===== src/rtl/tone_seq_pkg.sv =====
// tone_seq_pkg: shared state encoding and field widths for the tone sequencer.
package tone_seq_pkg;
    typedef enum logic [1:0] {IDLE, LOAD, PLAY, GAP} state_t;
    localparam int BEATS_W = 4;
    localparam int CNT_W = 24;
    localparam logic [BEATS_W-1:0] END_MARK = '0;
endpackage


===== src/rtl/tone_seq_if.sv =====
// tone_seq_if: control, table-write and playback signals of the tone sequencer.
interface tone_seq_if #(parameter int WIDTH = 16, parameter int NOTES = 16);
    import tone_seq_pkg::*;
    localparam int AW = $clog2(NOTES);
    logic lrclk;
    logic start;
    logic stop;
    logic loop;
    logic wr_en;
    logic [AW-1:0] wr_addr;
    logic [WIDTH-1:0] wr_period;
    logic [BEATS_W-1:0] wr_beats;
    logic [WIDTH-1:0] period;
    logic gate;
    logic busy;
    logic [AW-1:0] step;
    logic done;
    modport master (
        output lrclk, start, stop, loop, wr_en, wr_addr, wr_period, wr_beats,
        input period, gate, busy, step, done
    );
    modport slave (
        input lrclk, start, stop, loop, wr_en, wr_addr, wr_period, wr_beats,
        output period, gate, busy, step, done
    );
endinterface


===== src/rtl/tone_seq_ram.sv =====
// tone_seq_ram: note table, one write port and one read port with one-cycle latency.
module tone_seq_ram
    import tone_seq_pkg::*;
#(
    parameter int WIDTH = 16,
    parameter int NOTES = 16
) (
    input  logic                          clk,
    input  logic                          we,
    input  logic [$clog2(NOTES)-1:0]      wa,
    input  logic [WIDTH+BEATS_W-1:0]      wd,
    input  logic [$clog2(NOTES)-1:0]      ra,
    output logic [WIDTH+BEATS_W-1:0]      rd
);
    logic [WIDTH+BEATS_W-1:0] mem [NOTES];

    // Read returns the pre-write contents when both ports hit the same address.
    always_ff @(posedge clk) begin
        if (we) mem[wa] <= wd;
        rd <= mem[ra];
    end
endmodule


===== src/rtl/tone_sequencer.sv =====
// tone_sequencer: steps through a note table, driving period/gate timed by lrclk sample ticks.
module tone_sequencer
    import tone_seq_pkg::*;
#(
    parameter int WIDTH          = 16,
    parameter int NOTES          = 16,
    parameter int TICKS_PER_BEAT = 4800,
    parameter int GAP_TICKS      = 480
) (
    input logic       clk,
    input logic       reset,
    tone_seq_if.slave bus
);
    localparam int AW = $clog2(NOTES);

    if (NOTES < 2 || (NOTES & (NOTES - 1)) != 0) begin : g_chk_notes
        $error("NOTES must be a power of two");
    end
    if (GAP_TICKS >= TICKS_PER_BEAT) begin : g_chk_gap
        $error("GAP_TICKS must be less than TICKS_PER_BEAT");
    end
    if (((1 << BEATS_W) - 1) * TICKS_PER_BEAT >= (1 << CNT_W)) begin : g_chk_cnt
        $error("max beats * TICKS_PER_BEAT overflows the tick counter");
    end

    state_t state, state_n;
    logic [AW-1:0] step, step_n;
    logic [CNT_W-1:0] cnt, cnt_n, load_cnt;
    logic [WIDTH-1:0] period, period_n, rd_period;
    logic [BEATS_W-1:0] rd_beats;
    logic [WIDTH+BEATS_W-1:0] rd_word;
    logic gate, gate_n, done, done_n, lrclk_d, tick, busy, last_tick;

    // Read address is the next step so the entry is ready during the single LOAD cycle.
    tone_seq_ram #(.WIDTH(WIDTH), .NOTES(NOTES)) u_ram (
        .clk (clk),
        .we  (bus.wr_en),
        .wa  (bus.wr_addr),
        .wd  ({bus.wr_period, bus.wr_beats}),
        .ra  (step_n),
        .rd  (rd_word)
    );

    assign rd_period = rd_word[WIDTH+BEATS_W-1:BEATS_W];
    assign rd_beats  = rd_word[BEATS_W-1:0];
    assign busy      = state != IDLE;
    assign tick      = bus.lrclk & ~lrclk_d;
    assign last_tick = tick && cnt == CNT_W'(1);
    assign load_cnt  = CNT_W'(rd_beats) * CNT_W'(TICKS_PER_BEAT) - CNT_W'(GAP_TICKS);

    always_ff @(posedge clk) begin
        if (reset) begin
            state   <= IDLE;
            step    <= '0;
            cnt     <= '0;
            period  <= '0;
            gate    <= 1'b0;
            done    <= 1'b0;
            lrclk_d <= 1'b0;
        end else begin
            state   <= state_n;
            step    <= step_n;
            cnt     <= cnt_n;
            period  <= period_n;
            gate    <= gate_n;
            done    <= done_n;
            lrclk_d <= bus.lrclk;
        end
    end

    always_comb begin
        state_n  = state;
        step_n   = step;
        cnt_n    = cnt;
        period_n = period;
        gate_n   = gate;
        done_n   = 1'b0;
        if (busy && bus.stop) begin
            state_n = IDLE;
            gate_n  = 1'b0;
            done_n  = 1'b1;
        end else begin
            case (state)
                IDLE: if (bus.start && !bus.stop) begin
                    state_n = LOAD;
                    step_n  = '0;
                end
                LOAD: if (rd_beats == END_MARK) begin
                    // A marker at index 0 always ends playback so an empty table cannot spin.
                    if (bus.loop && step != '0) step_n = '0;
                    else begin
                        state_n = IDLE;
                        done_n  = 1'b1;
                        gate_n  = 1'b0;
                    end
                end else begin
                    state_n  = PLAY;
                    period_n = rd_period;
                    gate_n   = rd_period != '0;
                    cnt_n    = load_cnt;
                end
                PLAY: if (tick) begin
                    cnt_n = cnt - 1'b1;
                    if (last_tick) begin
                        state_n = GAP;
                        gate_n  = 1'b0;
                        cnt_n   = CNT_W'(GAP_TICKS);
                    end
                end
                GAP: if (tick) begin
                    cnt_n = cnt - 1'b1;
                    if (last_tick) begin
                        if (step == AW'(NOTES - 1) && !bus.loop) begin
                            state_n = IDLE;
                            done_n  = 1'b1;
                        end else begin
                            state_n = LOAD;
                            step_n  = step + 1'b1;
                        end
                    end
                end
                default: state_n = IDLE;
            endcase
        end
    end

    assign bus.period = period;
    assign bus.gate   = gate;
    assign bus.busy   = busy;
    assign bus.step   = step;
    assign bus.done   = done;
endmodule

===== src/flat_wrapper.sv =====
// flat-port wrapper written by rule: the top's interface ports become plain ports
module tone_sequencer_flat import tone_seq_pkg::*;
#(
    parameter int WIDTH          = 16,
    parameter int NOTES          = 16,
    parameter int TICKS_PER_BEAT = 4800,
    parameter int GAP_TICKS      = 480
)
  (clk, reset, bus_lrclk, bus_start, bus_stop, bus_loop, bus_wr_en, bus_wr_addr, bus_wr_period, bus_wr_beats, bus_period, bus_gate, bus_busy, bus_step, bus_done);
  tone_seq_if #(.WIDTH(WIDTH), .NOTES(NOTES)) bus_i ();
  input logic clk;
  input logic reset;
  input wire logic [$bits(bus_i.lrclk)-1:0] bus_lrclk;
  input wire logic [$bits(bus_i.start)-1:0] bus_start;
  input wire logic [$bits(bus_i.stop)-1:0] bus_stop;
  input wire logic [$bits(bus_i.loop)-1:0] bus_loop;
  input wire logic [$bits(bus_i.wr_en)-1:0] bus_wr_en;
  input wire logic [$bits(bus_i.wr_addr)-1:0] bus_wr_addr;
  input wire logic [$bits(bus_i.wr_period)-1:0] bus_wr_period;
  input wire logic [$bits(bus_i.wr_beats)-1:0] bus_wr_beats;
  output wire logic [$bits(bus_i.period)-1:0] bus_period;
  output wire logic [$bits(bus_i.gate)-1:0] bus_gate;
  output wire logic [$bits(bus_i.busy)-1:0] bus_busy;
  output wire logic [$bits(bus_i.step)-1:0] bus_step;
  output wire logic [$bits(bus_i.done)-1:0] bus_done;
  assign bus_i.lrclk = bus_lrclk;
  assign bus_i.start = bus_start;
  assign bus_i.stop = bus_stop;
  assign bus_i.loop = bus_loop;
  assign bus_i.wr_en = bus_wr_en;
  assign bus_i.wr_addr = bus_wr_addr;
  assign bus_i.wr_period = bus_wr_period;
  assign bus_i.wr_beats = bus_wr_beats;
  assign bus_period = bus_i.period;
  assign bus_gate = bus_i.gate;
  assign bus_busy = bus_i.busy;
  assign bus_step = bus_i.step;
  assign bus_done = bus_i.done;
  tone_sequencer #(.WIDTH(WIDTH), .NOTES(NOTES), .TICKS_PER_BEAT(TICKS_PER_BEAT), .GAP_TICKS(GAP_TICKS)) u_core (.clk(clk), .reset(reset), .bus(bus_i));
endmodule

===== config.mk =====
export PLATFORM = sky130hd
export DESIGN_NAME = tone_sequencer_flat
export DESIGN_NICKNAME = d
export VERILOG_FILES = /design/src/rtl/tone_seq_pkg.sv /design/src/rtl/tone_seq_if.sv /design/src/rtl/tone_seq_ram.sv /design/src/rtl/tone_sequencer.sv /design/src/flat_wrapper.sv
export SDC_FILE = /design/constraint.sdc
export NUM_CORES = 1
export LEC_CHECK = 0
export ABC_AREA = 1
export BUFFER_PORTS_ARGS = -buffer_cell sky130_fd_sc_hd__buf_2
export CAP_MARGIN = 0
export CORE_MARGIN = 2
export CORE_UTILIZATION = 29
export DETAILED_ROUTE_END_ITERATION = 10
export GPL_ROUTABILITY_DRIVEN = 1
export PLACE_DENSITY = 0.54
export SLEW_MARGIN = 20
export SYNTH_ARGS = -nofsm -noshare
export SYNTH_HDL_FRONTEND = slang
export SYNTH_HIERARCHICAL = 1
export SYNTH_SLANG_ARGS = --single-unit

===== constraint.sdc =====
create_clock -name clk -period 4.6 [get_ports clk]
set_input_delay 0.46 -clock clk [delete_from_list [all_inputs] [get_ports clk]]
set_output_delay 0.46 -clock clk [all_outputs]
set_load 0.05 [all_outputs]

* Word-level counts from Yosys, hierarchy flattened *
Memory sizes are Yosys's and may differ from the RTL's. A register that Yosys moved wholly into a read port is not among the register bits.
Index checks and enable logic that the tools add are counted.

word-level totals
  word-level logic and storage cells = 83
  register bits after elaboration = 49
  RAM bits = 320
  memories kept = 1

memory list
  memory            words  bits a word  rd ports  clocked after Yosys merged registers in  wr ports  line                RTL
  u_core.u_ram.mem  16     20           1         1                                        1         tone_seq_ram.sv:15  logic [WIDTH+BEATS_W-1:0] mem [NOTES];

operators by class
  multiply operators = 1
  reductions and logical operators = 19
  mux-type cells = 36
  equal/unequal tests = 12
  bitwise gates (word level) = 4
  add/sub/neg operators = 3

operators by type and width
  cell                                                                   count
  24-bit two-way mux                                                     4
  24-bit one-hot mux with 3 select lines                                 1
  4-bit two-way mux                                                      7
  24-bit by 1-bit == test with 1-bit output (second input constant)      1
  24-bit by 1-bit subtractor with 24-bit output (second input constant)  1
  17-bit by 9-bit subtractor with 18-bit output (second input constant)  1
  16-bit nonzero test                                                    1
  2-bit two-way mux                                                      7
  1-bit two-way mux                                                      13
  4-bit one-hot mux with 3 select lines                                  1
  4-bit by 7-bit multiplier with 11-bit output (second input constant)   1
  2-bit by 1-bit != test with 1-bit output (second input constant)       5
  2-bit one-hot mux with 4 select lines                                  1
  6-bit AND reduction                                                    1
  1-bit logical AND                                                      5
  5-bit AND reduction                                                    1
  4-bit by 1-bit adder with 4-bit output (second input constant)         1
  2-bit == test (second input constant)                                  2
  4-bit == test (second input constant)                                  1
  4-bit zero test                                                        1
  1-bit one-hot mux with 2 select lines                                  2
  4-bit AND reduction                                                    1
  2-bit nonzero test                                                     2
  4-bit nonzero test                                                     1
  other kinds (10)                                                       13

* Depth between registers and ports, before layout *
Gate-level depths: netlist (run 1).

  depth after elaboration = 7
  mapped depth = 20
  mapped depth without buffers = 19

* By module *
Netlist (run 1), hierarchy kept.

modules (own cells, without submodules)
  module          cells each  instances  area an instance (µm²)
  tone_seq_ram    1,336       1          14,192.4
  tone_sequencer  577         1          3,741.1

* Least setup slack after synthesis (run 1) *
OpenSTA, ideal clock, no wires.

  path type = reg2reg
  start = reg u_core.u_ram.rd[2] (read register of u_core.u_ram.mem)
  end = reg u_core.cnt[22]
  required time = 4.534 ns
  data arrival time = 2.650 ns
  setup time = 0.066 ns
  slack = 1.884 ns
  stages on the path, launching flop included = 17
  cell sequence = dfxtp_1 > inv_1 > ha_1 > inv_1 > fa_1 > inv_1 > ha_1 > xnor2_1 > ha_1 > nand3_1 > nor2_2 > nand2_2 > nor2_4 > nand3_2 > nand2_1 > inv_1 > a21oi_2

on the way
  word-level cells in the longest chain between the ends = 4
  elaborated cells on any way between the ends = 7
  classes of those cells = 1 x add/sub; 1 x mul; 1 x eq/ne; 2 x mux; 2 x reduce/logical

RTL lines
  what                                           line                  RTL
  start, declared                                tone_seq_ram.sv:13    output logic [WIDTH+BEATS_W-1:0] rd
  4-bit by 7-bit multiplier with 11-bit output   tone_sequencer.sv:49  assign load_cnt = CNT_W'(rd_beats) * CNT_W'(TICKS_PER_BEAT) - CNT_W'(GAP_TICKS);
  17-bit by 9-bit subtractor with 18-bit output  tone_sequencer.sv:49
  24-bit two-way mux                             tone_sequencer.sv:88  LOAD: if (rd_beats == END_MARK) begin
  24-bit one-hot mux with 3 select lines         tone_sequencer.sv:83  case (state)
  end signal, assigned                           tone_sequencer.sv:63  cnt <= cnt_n;
  end, declared                                  tone_sequencer.sv:28  logic [CNT_W-1:0] cnt, cnt_n, load_cnt;

Parallel ways exist; a longest one is shown, timed or not. The select of a mux whose other input is x is not followed.
A chain may end at the register's enable or synchronous reset.

==> results of run 1 <==
-- where the power goes --
group / switching (mW) / total (mW) / internal (mW)
combinational: 2.46 / 3.60 / 1.15
clock: 1.44 / 3.45 / 2.01
sequential: 0.282 / 4.35 / 4.07
total: 4.18 / 11.4 / 7.23
-- cells in the mapped netlist, types with 3 or more instances --
cell type                    n
sky130_fd_sc_hd__nand2_1   542
sky130_fd_sc_hd__inv_1     335
sky130_fd_sc_hd__edfxtp_1  320
sky130_fd_sc_hd__nand3_1   295
sky130_fd_sc_hd__nor2_1     72
sky130_fd_sc_hd__dfxtp_1    69
sky130_fd_sc_hd__a21oi_1    45
sky130_fd_sc_hd__o21ai_0    34
sky130_fd_sc_hd__buf_2      33
sky130_fd_sc_hd__clkbuf_1   21
sky130_fd_sc_hd__ha_1       20
sky130_fd_sc_hd__buf_6      14
sky130_fd_sc_hd__nand2_2    12
sky130_fd_sc_hd__nand4_1     9
sky130_fd_sc_hd__buf_1       7
sky130_fd_sc_hd__nor2_2      7
sky130_fd_sc_hd__nor3_1      7
sky130_fd_sc_hd__a21oi_2     6
sky130_fd_sc_hd__nor2_4      6
sky130_fd_sc_hd__xor2_1      6
sky130_fd_sc_hd__nand3_2     5
sky130_fd_sc_hd__o21ai_1     5
sky130_fd_sc_hd__inv_2       4
sky130_fd_sc_hd__nand3b_1    4
sky130_fd_sc_hd__nor4_1      4
sky130_fd_sc_hd__xnor2_1     3
-- final cells by class --
| class | count | area (sq um) | share of cell area |
|---|---|---|---|
| clock inverters | 15 | 216 | 0.0106 |
| well taps | 790 | 988 | 0.0483 |
| clock buffers | 65 | 1210 | 0.0591 |
| inverters | 341 | 1280 | 0.0628 |
| repair buffers | 80 | 505 | 0.0247 |
| flip-flops and latches | 389 | 11000 | 0.537 |
| multi-input cells | 1105 | 5260 | 0.257 |
-- through the flow --
step | area [sq um] | setup WS [ps] | power [mW] | util | hold slack [ps]
after floorplan | 17900 | 1880 | 7.04 | - | 457
after global placement | 19000 | 1380 | 7.98 | 0.310 | 435
after detailed placement | 19000 | 1240 | 8.01 | 0.310 | 436
after CTS | 20400 | 1210 | 11.5 | 0.333 | 81.3
after global routing | 20400 | 895 | 12.1 | 0.333 | 108
final | 20400 | 1190 | 11.4 | 0.333 | 113
-- registers in the layout, summed over array words and instances (netlist names), named ones only --
| name | cells |
|---|---|
| u_core/state | 1 |
| u_core/cnt | 24 |
| u_core/bus.step | 4 |
| u_core/bus.period | 16 |
| u_core/bus.done | 1 |
| u_core/u_ram/rd | 20 |
| u_core/lrclk_d | 1 |
| u_core/bus.gate | 1 |
| u_core/u_ram/mem | 320 |
-- worst max-delay path: stages (launching register included) --
cell and delay, ps:
sky130_fd_sc_hd__dfxtp_1 690, sky130_fd_sc_hd__inv_1 370, sky130_fd_sc_hd__nor2_1 280, sky130_fd_sc_hd__inv_1 100, sky130_fd_sc_hd__nand2_1 100, sky130_fd_sc_hd__a21oi_1 70
sky130_fd_sc_hd__nand3_1 100, sky130_fd_sc_hd__nand2_1 80, sky130_fd_sc_hd__inv_2 70, sky130_fd_sc_hd__buf_4 800, sky130_fd_sc_hd__nand3_1 180, sky130_fd_sc_hd__nand3_1 110
sky130_fd_sc_hd__nand3_1 80, sky130_fd_sc_hd__nand2_1 230
-- logic make-up (layout without fill, tap and decap cells) --
family | Yosys count | in the layout
AO/OA/AOI/OAI | 103 | 103
adder cells (fa/ha/maj) | 21 | 21
buffers and inverters | 419 | 501
AND/OR/NAND/NOR | 972 | 972
flip-flops | 389 | 389
XOR/XNOR | 9 | 9
-- per-layer routing --
layer,vias up,share of wire
met2,338,0.45
li1,6280,-
met4,4,0.018
met1,6138,0.48
met3,70,0.056
met5,-,0.00050
-- final timing paths --
check                     endpoint                  start
max reg2reg     u_core/u_ram/rd[3]               register
max             u_core/u_ram/rd[3]               register
min                 u_core/lrclk_d              bus_lrclk
min reg2reg  u_core/bus.period[12]  u_core/bus.period[12]
==> results.toml, run 1 <==
[routing]
firstDrtPassIters = 5
route.antenna.remaining_nets = 0
post_drt_via_cell_ratio = 4.61
drc_errors = 0
detailed_route_wl_mm = 46.3
route.detailed.wl_per_inst_microns = 16.6
vias = 12800
drt_first_iter_violations = 1161

[floorplanning]
initial_utilization = 0.292
die_x_microns = 253
std_cell_rows = 91
boundaryPins = 54
floorplan.die_area_sq_um = 63800
coreArea_sq_um = 61400
dieHeight_microns = 253

[synthesis]
synth_mux_area_frac = 0
postSynth.topFlopCell = "sky130_fd_sc_hd__edfxtp_1"
synth_seq_cells = 389
synth-simple-area-share = 0.238
avgSynthCellArea_sq_um = 9.37
synth_compound_gate_area_share = 0.0331
ys_seq_area_frac = 0.613
yosys.cell_types.count = 45
synth_enable_flop_cells = 320
yosys.area_share.xor_xnor = 0.00440
synth_area_leader_cell = "sky130_fd_sc_hd__edfxtp_1"
mappedNetlistNets = 1965
yosys.area_share.adder = 0.0151
synth.cell_area_sq_um = 17900
async_reset_ff_frac = 0
netlist_instances = 1913
ys_top_cells_by_area = "sky130_fd_sc_hd__edfxtp_1 54%, sky130_fd_sc_hd__nand2_1 11%, sky130_fd_sc_hd__nand3_1 8.2%"
netlist.area_leader.share = 0.536
synth_top_family_by_area = "simple AND/OR/NAND/NOR gates"
ys_warn_count = 6

[final_layout]
drive_gt1_frac = 0.106
layout_common_cells = "541 x sky130_fd_sc_hd__nand2_1, 333 x sky130_fd_sc_hd__inv_1, 320 x sky130_fd_sc_hd__edfxtp_1"
area.growth.synth_to_final_pct = 14.0
fillCellCount = 6155
finish.net_count = 2012
most_common_cell_after_layout_fill_and_taps_aside = "sky130_fd_sc_hd__nand2_1"
layout.cells.non_filler = 2785
antennaDiodeCount = 0

[critical_path]
cp-start-kind = "register"
worstSetupEndpointType = "register"
criticalPathCategory = "reg2reg"
timing.critical_path.required_ps = 5090
critPathMaxFanout = 80
ff2ff_setup_slack_ps = 1190
reg2regPathDepth = 13
timing.critical_path.arrival_ps = 3900

[sta]
rsz0062_at_grt = "false"
max_slew.worst_pin.slew_ps = 1170
min_period_ps = 3410
total_negative_slack_for_setup_checks_ps = 0
report.final.hold_viol_count = 0
fmax_ghz = 0.293
finalCritPeriodShare = 0.742
final.setup_skew_ps = 13.2
maxSlewHeadroom = 0.222
setup-violations-final = 0
final_max_slew_viol_count = 0

[grt]
grt_use_total = 0.146
grt_first_pass_wirelength_mm = 71.4
first_global_vias = 12200
grt_busiest_layer = "met2"
grt.overflow.total = 0
largest_net_degree_at_the_start_of_global_routing = 106
grt_util_met3 = 0.0229
antenna_found_initial = 4
grtUsageMet1 = 0.206
use_met2 = 0.232

[clock_tree]
h-tree-depth = 2
cts.clk_slew.worst_paths_ps = 60
clkLatencyLatePin_ps = 590
cts_resized = 0
cts_root_buf = "sky130_fd_sc_hd__clkbuf_16"
cts_post_setup_buffers_inserted = 0
clock_sinks = 389
cts-buffers-inserted = 43
clock_tree.buffer_depth = 3
hold_buffers = 0
tritoncts = "done"

[power_and_ir_drop]
power_per_cell_area_nw_per_um2 = 558
leakagePower_nw = 8.74
vdd_drop_max_mv = 0.335

[min_path]
worstHoldPathCells = 3
timing.hold.worst.class = "in2reg"

[place]
dp.cells = 2705
portBuffers = 53
finalWeightedCongestion = 0.897
detailed_place_hpwl_mm = 26.1

[outcome]
status = "complete, no violations"

[job]
max_cap_violations = 0
Note: power is estimated with default switching activity, not from simulation.
==> inputs of run 2 (changes only) <==
PLACE_DENSITY = 0.56   (was 0.54)
clock period = 3 ns   (was 4.6 ns; I/O delays follow)
==> results.toml, run 2 (synthesis results as in run 1) <==
[critical_path]
ff2ff_setup_slack_ps = 260
worstSetupEndpointType = "register"
critPathLaunch = "u_core/u_ram/rd[2]"
rr_startpoint = "u_core/u_ram/rd[2]"
cp-start-kind = "register"
reg2regPathDepth = 16
timing.critical_path.required_ps = 3520
timing.critical_path.arrival_ps = 3260
criticalPathCategory = "reg2reg"
critPathMaxFanout = 4
reg2reg_to = "u_core/cnt[17]"

[clock_tree]
clock_sinks = 389
cts_post_setup_buffers_inserted = 0
cts-buffers-inserted = 42
h-tree-depth = 2
clkLatencyLatePin_ps = 590
cts.clk_slew.worst_paths_ps = 60
cts_root_buf = "sky130_fd_sc_hd__clkbuf_16"
clock_tree.buffer_depth = 3
tritoncts = "done"

[power_and_ir_drop]
vdd_drop_max_mv = 0.460
cell_internal_pwr_mw = 11.0
combPwrFrac = 0.335
pwr-share-seq = 0.376
power_per_cell_area_nw_per_um2 = 847
netSwitchingFraction = 0.371
leakagePower_nw = 8.85
power.clock.fraction = 0.288
p_switching_mw = 6.48

[routing]
detailed_route_wl_mm = 46.9
route.antenna.remaining_nets = 0
route.detailed.wl_per_inst_microns = 16.7
drc_errors = 0
vias = 13000
drt_first_iter_violations = 1120
post_drt_via_cell_ratio = 4.63
firstDrtPassIters = 5

[sta]
max_slew.worst_pin.slew_ps = 794
setup-violations-final = 0
hold_slack_ps = 73.8
fmax_ghz = 0.365
finalCritPeriodShare = 0.913
final.setup_skew_ps = 28.6
final_max_slew_viol_count = 0
report.final.hold_viol_count = 0
rsz0062_at_grt = "true"
min_period_ps = 2740
maxSlewHeadroom = 0.470

[grt]
antenna_found_initial = 3
largest_net_degree_at_the_start_of_global_routing = 81
grt.overflow.total = 0
grt_use_total = 0.147
grt_first_pass_wirelength_mm = 72.5
first_global_vias = 12400

[floorplanning]
die_x_microns = 253
initial_utilization = 0.292
dieHeight_microns = 253
boundaryPins = 54
floorplan.die_area_sq_um = 63800
coreArea_sq_um = 61400
std_cell_rows = 91

[final_layout]
largest_register_ffs = 320
fillCellCount = 6206
most_common_cell_after_layout_fill_and_taps_aside = "sky130_fd_sc_hd__nand2_1"
max_flop_register = "u_core/u_ram/mem"
drive_gt1_frac = 0.114
area.growth.synth_to_final_pct = 15.1
antennaDiodeCount = 0
post_layout_util = 0.336
finish.net_count = 2030
layout_common_cells = "541 x sky130_fd_sc_hd__nand2_1, 334 x sky130_fd_sc_hd__inv_1, 320 x sky130_fd_sc_hd__edfxtp_1"
leading_registers_by_flop_count = "u_core/u_ram/mem x320, u_core/cnt x24, u_core/u_ram/rd x20"

[outcome]
status = "complete, no violations"

[min_path]
timing.hold.worst_endpoint = "u_core/lrclk_d"
hold_start = "reset"
worstHoldPathCells = 2
timing.hold.worst.class = "in2reg"

[place]
detailed_place_hpwl_mm = 27.5
portBuffers = 53
finalWeightedCongestion = 0.891

[job]
max_cap_violations = 0
[run 2: cell type report]
class | instances | area, sq um | area share
clock buffers | 57 | 1150 | 0.0556
inverters | 341 | 1280 | 0.0622
well taps | 790 | 988 | 0.0479
multi-input cells | 1105 | 5260 | 0.255
repair buffers | 99 | 783 | 0.0379
clock inverters | 19 | 193 | 0.00933
flip-flops and latches | 389 | 11000 | 0.532
[run 2: routing by layer]
metal,vias up,track usage,part of all wire
li1,6311,-,-
met1,6254,0.205,0.46
met2,330,0.236,0.46
met3,71,0.0258,0.057
met4,6,0.0399,0.021
met5,-,0,0.00081
[run 2: metrics by stage]
step	power, mW	area, sq um	setup slack, ps	TNS, ps	std cells
floorplan	10.8	17900	284	0	1913
global placement	12.4	19300	186	0	2723
detailed placement	12.4	19300	194	0	2723
CTS	17.5	20600	179	0	2800
global route	18.5	20600	-28.3	-71.0	2800
finish	17.5	20600	261	0	2800
[run 2: what timing repair did]
action	4_1_cts	5_1_grt
gates resized for setup	0	4
hold buffers	1	0
hold endpoints to repair	1	0
endpoints found under the setup margin	0	11
[run 2: power by group through the flow]
stage,combinational [mW],clock (mW),sequential (mW)
CTS,5.81,5.16,6.57
global placement,5.76,0,6.68
detailed placement,5.76,0,6.68
global route,6.51,5.37,6.62
finish,5.87,5.05,6.58
floorplan,4.02,0,6.78
[run 2: how the worst max path moves through the flow]
stage                               end  slack, ps  cells past startpoint
floorplan                u_core/cnt[22]        280                     16
global placement         u_core/cnt[20]        190                     16
detailed placement       u_core/cnt[21]        190                     16
CTS                      u_core/cnt[21]        180                     16
global route        u_core/u_ram/rd[10]        -30                     17
finish                   u_core/cnt[17]        260                     16
[run 2: worst max-delay path, cell delays in order (launching register included)]
cell and delay, ps:
sky130_fd_sc_hd__dfxtp_1 320, sky130_fd_sc_hd__inv_1 70, sky130_fd_sc_hd__ha_1 270, sky130_fd_sc_hd__inv_1 50
sky130_fd_sc_hd__fa_1 490, sky130_fd_sc_hd__inv_1 70, sky130_fd_sc_hd__ha_1 240, sky130_fd_sc_hd__xnor2_2 200
sky130_fd_sc_hd__ha_2 240, sky130_fd_sc_hd__nand3_1 90, sky130_fd_sc_hd__nor2_2 160, sky130_fd_sc_hd__nand3_2 110
sky130_fd_sc_hd__nor2_2 110, sky130_fd_sc_hd__nor2_1 80, sky130_fd_sc_hd__o21ai_1 90, sky130_fd_sc_hd__nand2_1 60
sky130_fd_sc_hd__inv_1 40
==> inputs of run 3 (changes only) <==
BUFFER_PORTS_ARGS = unset   (was -buffer_cell sky130_fd_sc_hd__buf_2)
CORE_MARGIN = unset   (was 2)
DONT_BUFFER_PORTS = 1   (was unset)
PLACE_DENSITY = 0.55   (was 0.56)
SETUP_SLACK_MARGIN = 0.3   (was unset)
==> results.toml, run 3 (synthesis results as in run 1) <==
[power_and_ir_drop]
vdd_drop_max_mv = 0.417
combPwrFrac = 0.356
fin_total_pwr_mw = 18.1
leakagePower_nw = 8.88
power_per_cell_area_nw_per_um2 = 856
netSwitchingFraction = 0.372
pwr-share-seq = 0.376
p_switching_mw = 6.74
power.clock.fraction = 0.268
cell_internal_pwr_mw = 11.4

[grt]
antenna_found_initial = 4
grt_first_pass_wirelength_mm = 71.5
grt_use_total = 0.147
first_global_vias = 12400
grt.overflow.total = 0
largest_net_degree_at_the_start_of_global_routing = 95

[critical_path]
reg2reg_to = "u_core/cnt[20]"
criticalPathCategory = "reg2reg"
critPathTopFamily = "adder cells"
max_stage_delay_ps = 530
timing.critical_path.required_ps = 3500
rr_startpoint = "u_core/u_ram/rd[2]"
cells_along_the_critical_path = "inv_4 -> ha_4 -> inv_2 -> fa_1 -> inv_2 -> ha_4 -> xnor2_2 -> ha_2 -> buf_6 -> nand3_2 -> nor2_4 -> nand3_4 -> nand2_1 -> nand2_1 -> nand2_1 -> nand2_1 -> inv_1"
reg2regPathDepth = 17
critPathMaxFanout = 4
worstSetupPathDepth = 17
cell_with_the_largest_stage_delay_on_the_worst_path = "sky130_fd_sc_hd__fa_1"
timing.critical_path.arrival_ps = 3160
cp_num_buf_inv = 5
critPathLaunch = "u_core/u_ram/rd[2]"
worstSetupEndpointType = "register"
most_prevalent_standard_cell_on_the_critical_path = "sky130_fd_sc_hd__nand2_1"
critPathCapture = "u_core/cnt[20]"
ff2ff_setup_slack_ps = 340
cp-start-kind = "register"

[final_layout]
finish.net_count = 2024
leading_registers_by_flop_count = "u_core/u_ram/mem x320, u_core/cnt x24, u_core/u_ram/rd x20"
drive_gt1_frac = 0.122
post_layout_util = 0.348
layout.cells.non_filler = 2788
most_common_cell_after_layout_fill_and_taps_aside = "sky130_fd_sc_hd__nand2_1"
largest_register_ffs = 320
max_flop_register = "u_core/u_ram/mem"
layout_common_cells = "530 x sky130_fd_sc_hd__nand2_1, 324 x sky130_fd_sc_hd__inv_1, 320 x sky130_fd_sc_hd__edfxtp_1"
finish.instance_area_sq_um = 21100
area.growth.synth_to_final_pct = 17.8

[min_path]
hold_start = "bus_stop"
timing.hold.worst.class = "in2reg"

[floorplanning]
floorplan.die_area_sq_um = 62800
dieHeight_microns = 251
initial_utilization = 0.295
coreArea_sq_um = 60700
std_cell_rows = 90
boundaryPins = 54
die_x_microns = 251

[clock_tree]
tritoncts = "done"
h-tree-depth = 2
clock_sinks = 389
clock_tree.buffer_depth = 3
cts-buffers-inserted = 41
cts.clk_slew.worst_paths_ps = 60
cts_root_buf = "sky130_fd_sc_hd__clkbuf_16"
clkLatencyLatePin_ps = 570

[routing]
route.detailed.wl_per_inst_microns = 17.5
firstDrtPassIters = 5
drc_errors = 0
detailed_route_wl_mm = 48.9
drt_first_iter_violations = 1310
vias = 13000
route.antenna.remaining_nets = 0
post_drt_via_cell_ratio = 4.67

[sta]
min_period_ps = 2660
total_negative_slack_for_setup_checks_ps = 0
final_max_slew_viol_count = 0
fmax_ghz = 0.376
maxSlewHeadroom = 0.406
rsz0062_at_grt = "true"
report.final.hold_viol_count = 0
max_slew.worst_pin.slew_ps = 890
finalCritPeriodShare = 0.887
final.setup_skew_ps = 21.2
setup-violations-final = 0

[outcome]
status = "complete, no violations"

[place]
detailed_place_hpwl_mm = 28.1
placedInstanceArea_sq_um = 19000
dp.cells = 2668
portBuffers = 0
finalWeightedCongestion = 0.826

[job]
max_cap_violations = 0
## run 3: cell types whose count changed in the layout (fill, tap and decap cells not counted), moves of 7 or more
cell                            change
sky130_fd_sc_hd__buf_2             -53
sky130_fd_sc_hd__dlygate4sd3_1     +21
sky130_fd_sc_hd__buf_4             +12
sky130_fd_sc_hd__nand2_1           -11
sky130_fd_sc_hd__inv_1             -10
sky130_fd_sc_hd__nand2_2           +10
sky130_fd_sc_hd__clkbuf_16          +7
## run 3: metrics by stage
stage	worst slack [ps]	hold WS [ps]
floorplan	322	399
global placement	229	375
detailed placement	120	375
CTS	270	12.0
global route	183	43.0
finish	339	36.3
## run 3: layout make-up
| type | instances | area, sq um |
|---|---|---|
| multi-input cells | 1105 | 5450 |
| clock buffers | 60 | 1140 |
| clock inverters | 15 | 123 |
| diodes | 2 | 5.00 |
| flip-flops and latches | 389 | 11000 |
| well taps | 782 | 978 |
| inverters | 341 | 1320 |
| fillers | 6093 | 39600 |
| repair buffers | 94 | 1120 |
## run 3: power groups by stage
stage	clock network [mW]	logic [mW]	registers, mW
6_report	4.85	6.44	6.80
5_1_grt	5.13	7.06	6.85
4_1_cts	4.95	5.68	6.79
3_5_place_dp	0	5.38	6.91
3_3_place_gp	0	5.40	6.89
2_1_floorplan	0	4.05	6.78
## run 3: layer usage
layer	wire [microns]	track usage
met1	22100	0.204
met3	3040	0.0250
met2	22800	0.238
met5	27	0
met4	957	0.0398
## run 3: worst reg2reg max path: cells and delay by family, from the launching register on
family	cells	cell delay (ps)
xor+xnor	1	180
fa+ha+maj	4	1190
buf+inv	5	300
flops	1	350
simple gates	7	570
## run 3: worst min-delay path by stage
stage	to	cells after the start
2_1_floorplan	u_core/u_ram/mem[0][0]	0
3_3_place_gp	u_core/cnt[5]	1
3_5_place_dp	u_core/lrclk_d	1
4_1_cts	u_core/bus.step[3]	3
5_1_grt	u_core/bus.step[3]	3
6_report	u_core/bus.step[3]	3
## run 3: timing repair
action	CTS	global route
hold buffers	22	0
gates cloned	0	10
endpoints found under the setup margin	14	31
endpoints found under the hold margin	333	0
gates resized for setup	9	73
buffers inserted	2	9
pin swaps	4	14
